## config.mk

```make
export PLATFORM = sky130hd
export DESIGN_NAME = mem_port_arbiter
export DESIGN_NICKNAME = d
export VERILOG_FILES = /design/src/rtl/mem_port_arbiter.sv
export SDC_FILE = /design/constraint.sdc
export NUM_CORES = 1
export LEC_CHECK = 0
export CAP_MARGIN = 20
export CORE_MARGIN = 3
export CORE_UTILIZATION = 35
export CTS_CLUSTER_DIAMETER = 150
export DETAILED_ROUTE_END_ITERATION = 7
export GPL_TIMING_DRIVEN = 0
export MAX_ROUTING_LAYER = met4
export PLACE_DENSITY = 0.81
export SETUP_SLACK_MARGIN = 0.5
export SLEW_MARGIN = 20
export SYNTH_ARGS = -nofsm -noshare
export SYNTH_HDL_FRONTEND = slang
export SYNTH_SLANG_ARGS = --single-unit
```

## constraint.sdc

```tcl
create_clock -name clk -period 2.1 [get_ports clk]
set_input_delay 0.42 -clock clk [delete_from_list [all_inputs] [get_ports clk]]
set_output_delay 0.42 -clock clk [all_outputs]
set_load 0.02 [all_outputs]
```

## src/rtl/mem_port_arbiter.sv

```systemverilog
// Arbiter sharing the single-ported unified byte memory between fetch and the MEM stage.
// Optional perf counters are built only when ARB_PERF_CNT_EN is defined.
module mem_port_arbiter #(
    parameter int unsigned STARVE_MAX = 3,
    parameter int unsigned AW         = 8,
    parameter int unsigned DW         = 32
) (
    input  logic          clk,
    input  logic          rst_n,

    input  logic          if_req_i,
    input  logic [AW-1:0] if_addr_i,
    output logic          if_gnt_o,
    output logic          if_rvalid_o,
    output logic [DW-1:0] if_rdata_o,

    input  logic          d_req_i,
    input  logic          d_we_i,
    input  logic [2:0]    d_funct3_i,
    input  logic [AW-1:0] d_addr_i,
    input  logic [DW-1:0] d_wdata_i,
    output logic          d_gnt_o,
    output logic          d_rvalid_o,
    output logic [DW-1:0] d_rdata_o,

    output logic          stall_if_o,
    output logic          stall_d_o,
    output logic          last_owner_o,

    output logic          mem_read_o,
    output logic          mem_write_o,
    output logic [2:0]    mem_choose_o,
    output logic [AW-1:0] mem_addr_o,
    output logic [DW-1:0] mem_wdata_o,
    input  logic [DW-1:0] mem_rdata_i,

    output logic [15:0]   perf_conflicts_o,
    output logic [15:0]   perf_starve_ovr_o
);

    // Keep at least one bit so STARVE_MAX == 0 still elaborates.
    localparam int unsigned CW = (STARVE_MAX == 0) ? 1 : $clog2(STARVE_MAX + 1);
    localparam logic [CW-1:0] StarveMax = CW'(STARVE_MAX);
    localparam logic [2:0] FunctWord = 3'b010;

    logic          if_rvalid_q, if_rvalid_d;
    logic          d_rvalid_q, d_rvalid_d;
    logic [DW-1:0] if_rdata_q, if_rdata_d;
    logic [DW-1:0] d_rdata_q, d_rdata_d;
    logic [CW-1:0] starve_cnt_q, starve_cnt_d;
    logic          last_owner_q, last_owner_d;
    logic          ovr;

    always_comb begin
        ovr      = (STARVE_MAX != 0) && (starve_cnt_q == StarveMax) && if_req_i;
        d_gnt_o  = d_req_i & ~ovr;
        if_gnt_o = if_req_i & (~d_req_i | ovr);
    end

    assign stall_if_o = if_req_i & ~if_gnt_o;
    assign stall_d_o  = d_req_i & ~d_gnt_o;

    always_comb begin
        mem_read_o   = 1'b0;
        mem_write_o  = 1'b0;
        mem_choose_o = '0;
        mem_addr_o   = '0;
        mem_wdata_o  = '0;
        if (d_gnt_o) begin
            mem_read_o   = ~d_we_i;
            mem_write_o  = d_we_i;
            mem_choose_o = d_funct3_i;
            mem_addr_o   = d_addr_i;
            mem_wdata_o  = d_wdata_i;
        end else if (if_gnt_o) begin
            mem_read_o   = 1'b1;
            mem_choose_o = FunctWord;
            mem_addr_o   = if_addr_i;
        end
    end

    always_comb begin
        if_rvalid_d  = if_gnt_o;
        d_rvalid_d   = d_gnt_o & ~d_we_i;
        if_rdata_d   = if_rdata_q;
        d_rdata_d    = d_rdata_q;
        starve_cnt_d = '0;
        last_owner_d = last_owner_q;
        if (if_gnt_o) begin
            if_rdata_d = mem_rdata_i;
        end
        if (d_rvalid_d) begin
            d_rdata_d = mem_rdata_i;
        end
        if (if_req_i && !if_gnt_o) begin
            starve_cnt_d = (starve_cnt_q == StarveMax) ? starve_cnt_q : starve_cnt_q + 1'b1;
        end
        if (d_gnt_o) begin
            last_owner_d = 1'b1;
        end else if (if_gnt_o) begin
            last_owner_d = 1'b0;
        end
    end

    always_ff @(posedge clk or negedge rst_n) begin
        if (!rst_n) begin
            if_rvalid_q  <= 1'b0;
            d_rvalid_q   <= 1'b0;
            if_rdata_q   <= '0;
            d_rdata_q    <= '0;
            starve_cnt_q <= '0;
            last_owner_q <= 1'b0;
        end else begin
            if_rvalid_q  <= if_rvalid_d;
            d_rvalid_q   <= d_rvalid_d;
            if_rdata_q   <= if_rdata_d;
            d_rdata_q    <= d_rdata_d;
            starve_cnt_q <= starve_cnt_d;
            last_owner_q <= last_owner_d;
        end
    end

    assign if_rvalid_o  = if_rvalid_q;
    assign d_rvalid_o   = d_rvalid_q;
    assign if_rdata_o   = if_rdata_q;
    assign d_rdata_o    = d_rdata_q;
    assign last_owner_o = last_owner_q;

`ifdef ARB_PERF_CNT_EN
    logic [15:0] perf_conflicts_q, perf_conflicts_d;
    logic [15:0] perf_starve_ovr_q, perf_starve_ovr_d;

    always_comb begin
        perf_conflicts_d  = perf_conflicts_q;
        perf_starve_ovr_d = perf_starve_ovr_q;
        if (if_req_i && d_req_i && perf_conflicts_q != 16'hFFFF) begin
            perf_conflicts_d = perf_conflicts_q + 16'd1;
        end
        if (ovr && d_req_i && perf_starve_ovr_q != 16'hFFFF) begin
            perf_starve_ovr_d = perf_starve_ovr_q + 16'd1;
        end
    end

    always_ff @(posedge clk or negedge rst_n) begin
        if (!rst_n) begin
            perf_conflicts_q  <= '0;
            perf_starve_ovr_q <= '0;
        end else begin
            perf_conflicts_q  <= perf_conflicts_d;
            perf_starve_ovr_q <= perf_starve_ovr_d;
        end
    end

    assign perf_conflicts_o  = perf_conflicts_q;
    assign perf_starve_ovr_o = perf_starve_ovr_q;
`else
    assign perf_conflicts_o  = '0;
    assign perf_starve_ovr_o = '0;
`endif

    a_grant_onehot: assert property (@(posedge clk) disable iff (!rst_n)
        !(if_gnt_o && d_gnt_o));
    a_rvalid_onehot: assert property (@(posedge clk) disable iff (!rst_n)
        !(if_rvalid_o && d_rvalid_o));

endmodule

```

==> impl_metrics.ini, run 1 <==
[logic_synthesis]
yosys.area.top_type_share_pct = 52.2
yosysSeqAreaShare_pct = 52.2
avgSynthCellArea_um2 = 14.0
synth_cell_types = 21
synthCells = 237
yosysTopAreaCell = dfrtp_1
yosysMostFrequentCell = dfrtp_1
synthTopCellsByArea = dfrtp_1, mux2_4, mux2_2
synth_edf_count = 0
syn-cell-area_um2 = 3310
ys_ff_latch = 69
async_flop_share_pct = 100
ys.flop_type = dfrtp_1
synthTopCellsByCount = dfrtp_1, and2_1, buf_4, mux2_2, mux2_4
yosysWarningCount = 0

[global_route]
grt-busiest-layer = met2
gr-usage-met2_pct = 35.8
grt_use_total_pct = 21.1
grtUsageMet3_pct = 6.04
overflow = 0
grt_pass1_wl_mm = 16.6
grt_pass1_vias = 3003
grt_max_degree = 38
antenna_found_initial = 0
grtUsageMet1_pct = 26.0

[finish]
n_fill_cell = 613
area_growth_pct = 103
final_util_pct = 75.1
diodes = 0
drive_above_1_share_pct = 49.1
nets = 613
final_cells = 636

[setup_path]
crit_family = buffers and inverters
crit_type = flop to output pin
slowest_stage = dfrtp_1
rr_worst_depth = 9
r2r_slack_ns = 0.11
rr_startpoint = starve_cnt_q[0]
worst_ep_required_time_ns = 1.68
critPathLaunchType = flop
path_buf_inv = 4
critPathArrivalTime_ns = 1.71
worstReg2RegEnd = d_rdata_o[10]
max_stage_delay_ns = 0.41
cp-end-kind = output pin
cp_cell_sequence = ha_4 > a21boi_4 > buf_12 > buf_8 > buf_8 > and2_4 > buf_6
path_common_cell = buf_8
path_max_fanout = 8

[die]
die_x_um = 103
start_util_pct = 37.0
rows = 34
io_pins = 236
dieArea_um2 = 10700
die_y_um = 103
core-area_um2 = 8930

[pwr]
power.internal_mw = 3.08
p_per_area_nw_per_um2 = 658
p_switching_mw = 1.33
p_leak_nw = 3.36
irDropWorstVdd_mv = 0.562
p_comb_share_pct = 37.0
p_sw_share_pct = 30.1
p_seq_share_pct = 36.8
total_power_mw = 4.41
power_frac_clock_pct = 26.2

[sta]
period_minus_slack_ns = 2.13
finClkSkew_ns = 0.00980
max_freq_mhz = 470
rsz0062_at_grt = true
finalMaxSlewViolations = 0
post-route-period-util_pct = 101
setup_viol = 12
setup_slack_ns = -0.0289
timing.hold.ws_ns = 0.0171
hold_viol = 0

[routing]
drtPass1Iterations = 4
drc_errors = 0
routed_via_density = 4.34
totalWireLength_mm = 11.5
postRouteAntennaNets = 0
drt_iter0_drc = 61
drt-wirelength-per-cell_um = 18.1
vias = 2762

[clocking]
cts.htree.levels = 3
cts.sinks = 69
cts-root-buf = clkbuf_8
clk_pin_slew_worst_paths_ns = 0.08
clock_path_buffers = 2
cts_tree = done
numCtsBuffers = 9
insertion_delay_ns = 0.34

[outcome]
run_status = complete, but fails checks
violations = negative setup slack

[place]
place_congestion = 0.709
dp.final_hpwl_mm = 8.08
dp_cells = 580
io_buffers = 203
pre_cts_slack_ns = -0.757

[job]
max_cap_viol_count = 0

[worst_hold_path]
hp-class = primary input to async pin
-- how the worst max path moves through the flow --
stage / start / endpoint / slack (ns) / cells past startpoint
2_1_floorplan: starve_cnt_q[0] / d_rdata_o[0] / 0.43 / 6
3_3_place_gp: rst_n / last_owner_o / -1.64 / 1
3_5_place_dp: if_req_i / mem_wdata_o[2] / -0.76 / 5
4_1_cts: starve_cnt_q[0] / mem_wdata_o[21] / -0.08 / 7
5_1_grt: starve_cnt_q[0] / mem_wdata_o[21] / -0.08 / 7
6_report: starve_cnt_q[0] / mem_wdata_o[18] / -0.03 / 7
-- registers in the layout (all words and copies together), names as in the netlist --
name          cells
d_rdata_o        32
d_rvalid_o        1
if_rdata_o       32
if_rvalid_o       1
last_owner_o      1
starve_cnt_q      2
-- cell families (layout without fill, tap and decap cells) --
group,count (synthesis),count (layout),share of synthesized area [%]
buf+inv,47,306,11.0
flops,69,69,52.2
fa+ha+maj,1,1,0.378
compound gates,12,13,3.33
mux,64,64,25.1
other cells,1,32,0.113
simple gates,43,43,7.94
-- power groups by stage --
| stage | registers, mW | logic [mW] | clock network (mW) |
|---|---|---|---|
| 6_report | 1.62 | 1.63 | 1.16 |
| 2_1_floorplan | 1.87 | 0.520 | 0 |
| 5_1_grt | 1.65 | 1.72 | 1.26 |
| 3_3_place_gp | 1.64 | 1.51 | 0 |
| 4_1_cts | 1.62 | 1.61 | 1.19 |
| 3_5_place_dp | 1.64 | 1.53 | 0 |
-- per-stage QoR --
step | cell area (um2) | TNS, ns
floorplan | 3540 | 0
global placement | 5710 | -152.08
detailed placement | 5730 | -41.21
CTS | 6570 | -0.902
global route | 6710 | -1.71
finish | 6710 | -0.242
-- layer usage --
metal  vias to the layer above  part of all wire [%]
met4                         0                  0.46
met5                         -                     0
met3                         6                   6.2
li1                       1311                     -
met1                      1348                    40
met2                        97                    53
-- what timing repair did --
item / CTS / global route
hold buffers: 0 / 0
setup buffers: 22 / 9
pin swaps: 27 / 2
resized for setup: 445 / 17
gates cloned: 10 / 0
hold endpoints to repair: 0 / 0
endpoints found under the setup margin: 176 / 110
-- cell type report --
type                    instances  area, um2  share of cell area, %
clock buffers                  11        131                   1.96
well taps                     108        135                   2.01
clock inverters                 4       73.8                   1.10
repair buffers                244       2600                   38.8
inverters                       4       17.5                  0.261
multi-input cells             153       1610                   23.9
flip-flops and latches         69       1730                   25.7
plain buffers                  43        418                   6.23
-- placed cells by master (no fill, tap or decap), drive strengths merged --
cell type,n
nor2b,1
mux2,64
conb,32
clkdlybuf4s50,84
o21ai,2
inv,4
and2,36
ha,1
clkinv,2
nor3,1
bufinv,2
buf,128
dlygate4sd2,69
a21o,1
nand2,3
a21boi,2
nor2,2
dfrtp,69
clkbuf,17
a22o,8
No activity file was read; power rests on OpenSTA's default activity.
==> run 2: changes to the inputs <==
CORE_UTILIZATION = 25   (was 35)
CTS_CLUSTER_SIZE = 25   (was not set)
PLACE_DENSITY = not set   (was 0.81)
==> impl_metrics.ini, run 2 (synthesis results as in run 1) <==
[outcome]
run_status = complete, but fails checks
violations = negative setup slack

[setup_path]
crit_type = flop to output pin
path_buf_inv = 3
worstReg2RegEnd = d_rdata_o[14]
r2r_slack_ns = 0.11
worst_ep_required_time_ns = 1.68
max_stage_delay_ns = 0.41
critPathLaunchType = flop
cp-end-kind = output pin
rr_startpoint = starve_cnt_q[0]
path_max_fanout = 6
worstSetupPathDepth = 6
rr_worst_depth = 9
slowest_stage = dfrtp_1
crit_family = compound AO/OA/AOI/OAI gates
cp_cell_sequence = ha_4 > o21ai_4 > inv_4 > buf_12 > a22o_4 > buf_6
critPathArrivalTime_ns = 1.70

[clocking]
cts.sinks = 69
numCtsBuffers = 9
insertion_delay_ns = 0.33
cts_tree = done
cts.htree.levels = 3
cts-root-buf = clkbuf_16
clk_pin_slew_worst_paths_ns = 0.05
clock_path_buffers = 2
ctsHoldBuffers = 0

[routing]
routed_via_density = 3.93
drtPass1Iterations = 4
totalWireLength_mm = 10.6
drc_errors = 0
drt_iter0_drc = 104
vias = 2744
postRouteAntennaNets = 0
drt-wirelength-per-cell_um = 15.2

[global_route]
grt_pass1_wl_mm = 15.8
grt_pass1_vias = 2877
grt_use_total_pct = 14.3
grt_max_degree = 44
antenna_found_initial = 0
overflow = 0

[sta]
setup_slack_ns = -0.0219
hold_viol = 0
rsz0062_at_grt = true
finalMaxSlewViolations = 0
max_freq_mhz = 471
period_minus_slack_ns = 2.12
setup_viol = 16
finClkSkew_ns = 0.00367
post-route-period-util_pct = 101

[die]
io_pins = 236
dieArea_um2 = 14700
start_util_pct = 25.9
rows = 41
core-area_um2 = 12800
die_x_um = 121
die_y_um = 121

[finish]
post-route-cell-area_um2 = 6760
layout_commonest_cell = clkdlybuf4s50_1
final_cells = 699
mostFrequentLayoutCells = clkdlybuf4s50_1, dfrtp_1, dlygate4sd2_1, buf_6
nets = 612
diodes = 0
area_growth_pct = 104
drive_above_1_share_pct = 49.3

[pwr]
p_per_area_nw_per_um2 = 670
irDropWorstVdd_mv = 0.359
p_leak_nw = 3.30

[job]
max_cap_viol_count = 0

[place]
dp.final_hpwl_mm = 7.66
place_area_um2 = 5810
dp_cells = 644
io_buffers = 203
place_congestion = 0.659

[worst_hold_path]
hp-class = primary input to async pin
-- run 2: cell types whose count changed in the layout (fill, tap and decap cells not counted), sizes merged --
cell | before | now
clkbuf | 17 | 12
buf | 128 | 132
clkinv | 2 | 5
bufinv | 2 | 0
a21boi | 2 | 1
-- run 2: routing by layer --
metal / share of wire (%) / GRT usage (%)
met4: 1.3 / 4.67
met1: 38 / 16.0
met3: 6.1 / 3.82
met2: 55 / 25.0
met5: 0 / -
-- run 2: what timing repair did --
action | in CTS | in global routing
pin swaps | 5 | 12
setup endpoints to repair | 177 | 114
buffers inserted | 25 | 10
resized for setup | 379 | 67
gates cloned | 3 | 2
-- run 2: worst max path at each step --
stage | start | to | slack, ns
after detailed placement | if_req_i | mem_wdata_o[7] | -0.82
after floorplan | starve_cnt_q[0] | d_rdata_o[0] | 0.43
final | starve_cnt_q[0] | mem_addr_o[6] | -0.02
after global placement | rst_n | if_rdata_o[0] | -1.84
after global routing | starve_cnt_q[0] | mem_addr_o[6] | -0.07
after CTS | starve_cnt_q[0] | mem_addr_o[2] | -0.11
-- run 2: per-stage QoR --
stage | TNS [ns] | hold slack, ns | util, % | total power, mW | worst slack, ns
detailed placement | -43.64 | 0.367 | 45.5 | 3.17 | -0.824
finish | -0.162 | 0.0128 | 52.9 | 4.53 | -0.0219
floorplan | 0 | 0.124 | - | 2.39 | 0.425
global placement | -168.11 | 0.468 | 45.3 | 3.15 | -1.84
CTS | -2.36 | 0.00987 | 50.8 | 4.53 | -0.106
global route | -1.57 | 0.0219 | 52.9 | 4.76 | -0.0665
-- run 2: cell type report --
type | instances | area, um2
flip-flops and latches | 69 | 1730
multi-input cells | 152 | 1530
fillers | 1129 | 6010
plain buffers | 43 | 430
well taps | 172 | 215
clock buffers | 10 | 229
repair buffers | 244 | 2580
inverters | 4 | 17.5
clock inverters | 5 | 28.8
-- run 2: power by group --
group	total [mW]	internal, mW	switching (mW)
logic	1.58	0.871	0.709
registers	1.62	1.52	0.0983
clock network	1.33	0.785	0.546
total	4.53	3.18	1.35
==> run 3: changes to the inputs <==
CORE_ASPECT_RATIO = 0.8   (was not set)
CTS_CLUSTER_SIZE = 16   (was 25)
==> impl_metrics.ini, run 3 (synthesis results as in run 1) <==
[sta]
hold_viol = 0
max_freq_mhz = 461
finClkSkew_ns = 0.00496
setup_viol = 36
rsz0062_at_grt = true
period_minus_slack_ns = 2.17
post-route-period-util_pct = 103
finalMaxSlewViolations = 0
timing.hold.ws_ns = 0.0381
setup_slack_ns = -0.0695

[global_route]
overflow = 0
grt_pass1_vias = 2955
grt_pass1_wl_mm = 16.7
antenna_found_initial = 0
grt_use_total_pct = 15.4
grt_max_degree = 37

[place]
io_buffers = 203
place_congestion = 0.691
pre_cts_slack_ns = -0.800
dp.final_hpwl_mm = 8.30

[outcome]
run_status = complete, but fails checks
violations = negative setup slack

[job]
max_cap_viol_count = 0

[clocking]
insertion_delay_ns = 0.33
cts.htree.levels = 3
numCtsBuffers = 9
clock_path_buffers = 2
clk_pin_slew_worst_paths_ns = 0.06
cts_tree = done
cts.sinks = 69
cts-root-buf = clkbuf_16

[finish]
mostFrequentLayoutCells = clkdlybuf4s50_1, dfrtp_1, dlygate4sd2_1, buf_6, mux2_4
nets = 615
diodes = 0
area_growth_pct = 109
layout_commonest_cell = clkdlybuf4s50_1
drive_above_1_share_pct = 49.3

[setup_path]
rr_startpoint = starve_cnt_q[0]
path_max_fanout = 5
max_stage_delay_ns = 0.41
path_buf_inv = 3
crit_type = flop to output pin
crit_family = compound AO/OA/AOI/OAI gates
r2r_slack_ns = -0.04
worstReg2RegEnd = if_rdata_o[4]
slowest_stage = dfrtp_1
cp-end-kind = output pin
critPathArrivalTime_ns = 1.75
crit_start = starve_cnt_q[0]
cp_cell_sequence = ha_4 > o21ai_4 > buf_12 > clkinvlp_4 > a22o_4 > buf_6
rr_worst_depth = 13
critPathLaunchType = flop
worst_ep_required_time_ns = 1.68

[routing]
drt_iter0_drc = 81
drtPass1Iterations = 4
drt-wirelength-per-cell_um = 16.5
postRouteAntennaNets = 0
drc_errors = 0
totalWireLength_mm = 11.6
routed_via_density = 3.97
vias = 2787

[die]
io_pins = 236
die_y_um = 109
die_x_um = 135
rows = 36
core-area_um2 = 12600
dieArea_um2 = 14700
start_util_pct = 26.3

[worst_hold_path]
hp-class = primary input to async pin

[pwr]
p_per_area_nw_per_um2 = 692
irDropWorstVdd_mv = 0.431
p_leak_nw = 3.39
run 3: per-stage QoR:
stage	cells	TNS, ns	area [um2]	total power, mW	utilization, %
6_report	702	-1.25	6920	4.79	55.1
5_1_grt	702	-4.63	6920	5.02	55.1
3_5_place_dp	643	-42.67	5800	3.18	46.2
2_1_floorplan	268	0	3540	2.39	-
4_1_cts	691	-2.08	6660	4.79	53.0
3_3_place_gp	642	-161.50	5790	3.16	46.0
run 3: metal layers:
layer | routed length [um] | track usage (%)
met5 | 0 | -
met4 | 129 | 3.42
met3 | 691 | 4.34
met2 | 5660 | 23.6
met1 | 5120 | 20.5
run 3: worst max path at each step:
stage / endpoint / slack [ns] / depth (start not counted)
2_1_floorplan: d_rdata_o[0] / 0.43 / 6
3_3_place_gp: last_owner_o / -1.75 / 1
3_5_place_dp: mem_wdata_o[22] / -0.80 / 5
5_1_grt: mem_addr_o[3] / -0.14 / 6
4_1_cts: mem_addr_o[4] / -0.11 / 6
6_report: mem_addr_o[5] / -0.07 / 6
run 3: area by class of cell:
cell class	count	area, um2
fill	1072	5640
timing repair buffer	246	2650
sequential	69	1730
multi-input combinational	152	1570
buffer	43	425
clock buffer	11	253
tap	171	214
clock inverter	5	58.8
inverter	4	20.0
timing repair inverter	1	7.51
run 3: timing repair:
item,4_1_cts,5_1_grt
cloned,9,2
gates resized for setup,418,49
setup endpoints to repair,177,114
pin swaps,7,31
setup buffers,23,9
hold buffers,0,0
run 3: power breakdown:
group,internal (mW),switching (mW)
Sequential,1.52,0.0991
Combinational,0.904,0.732
Clock,0.983,0.549
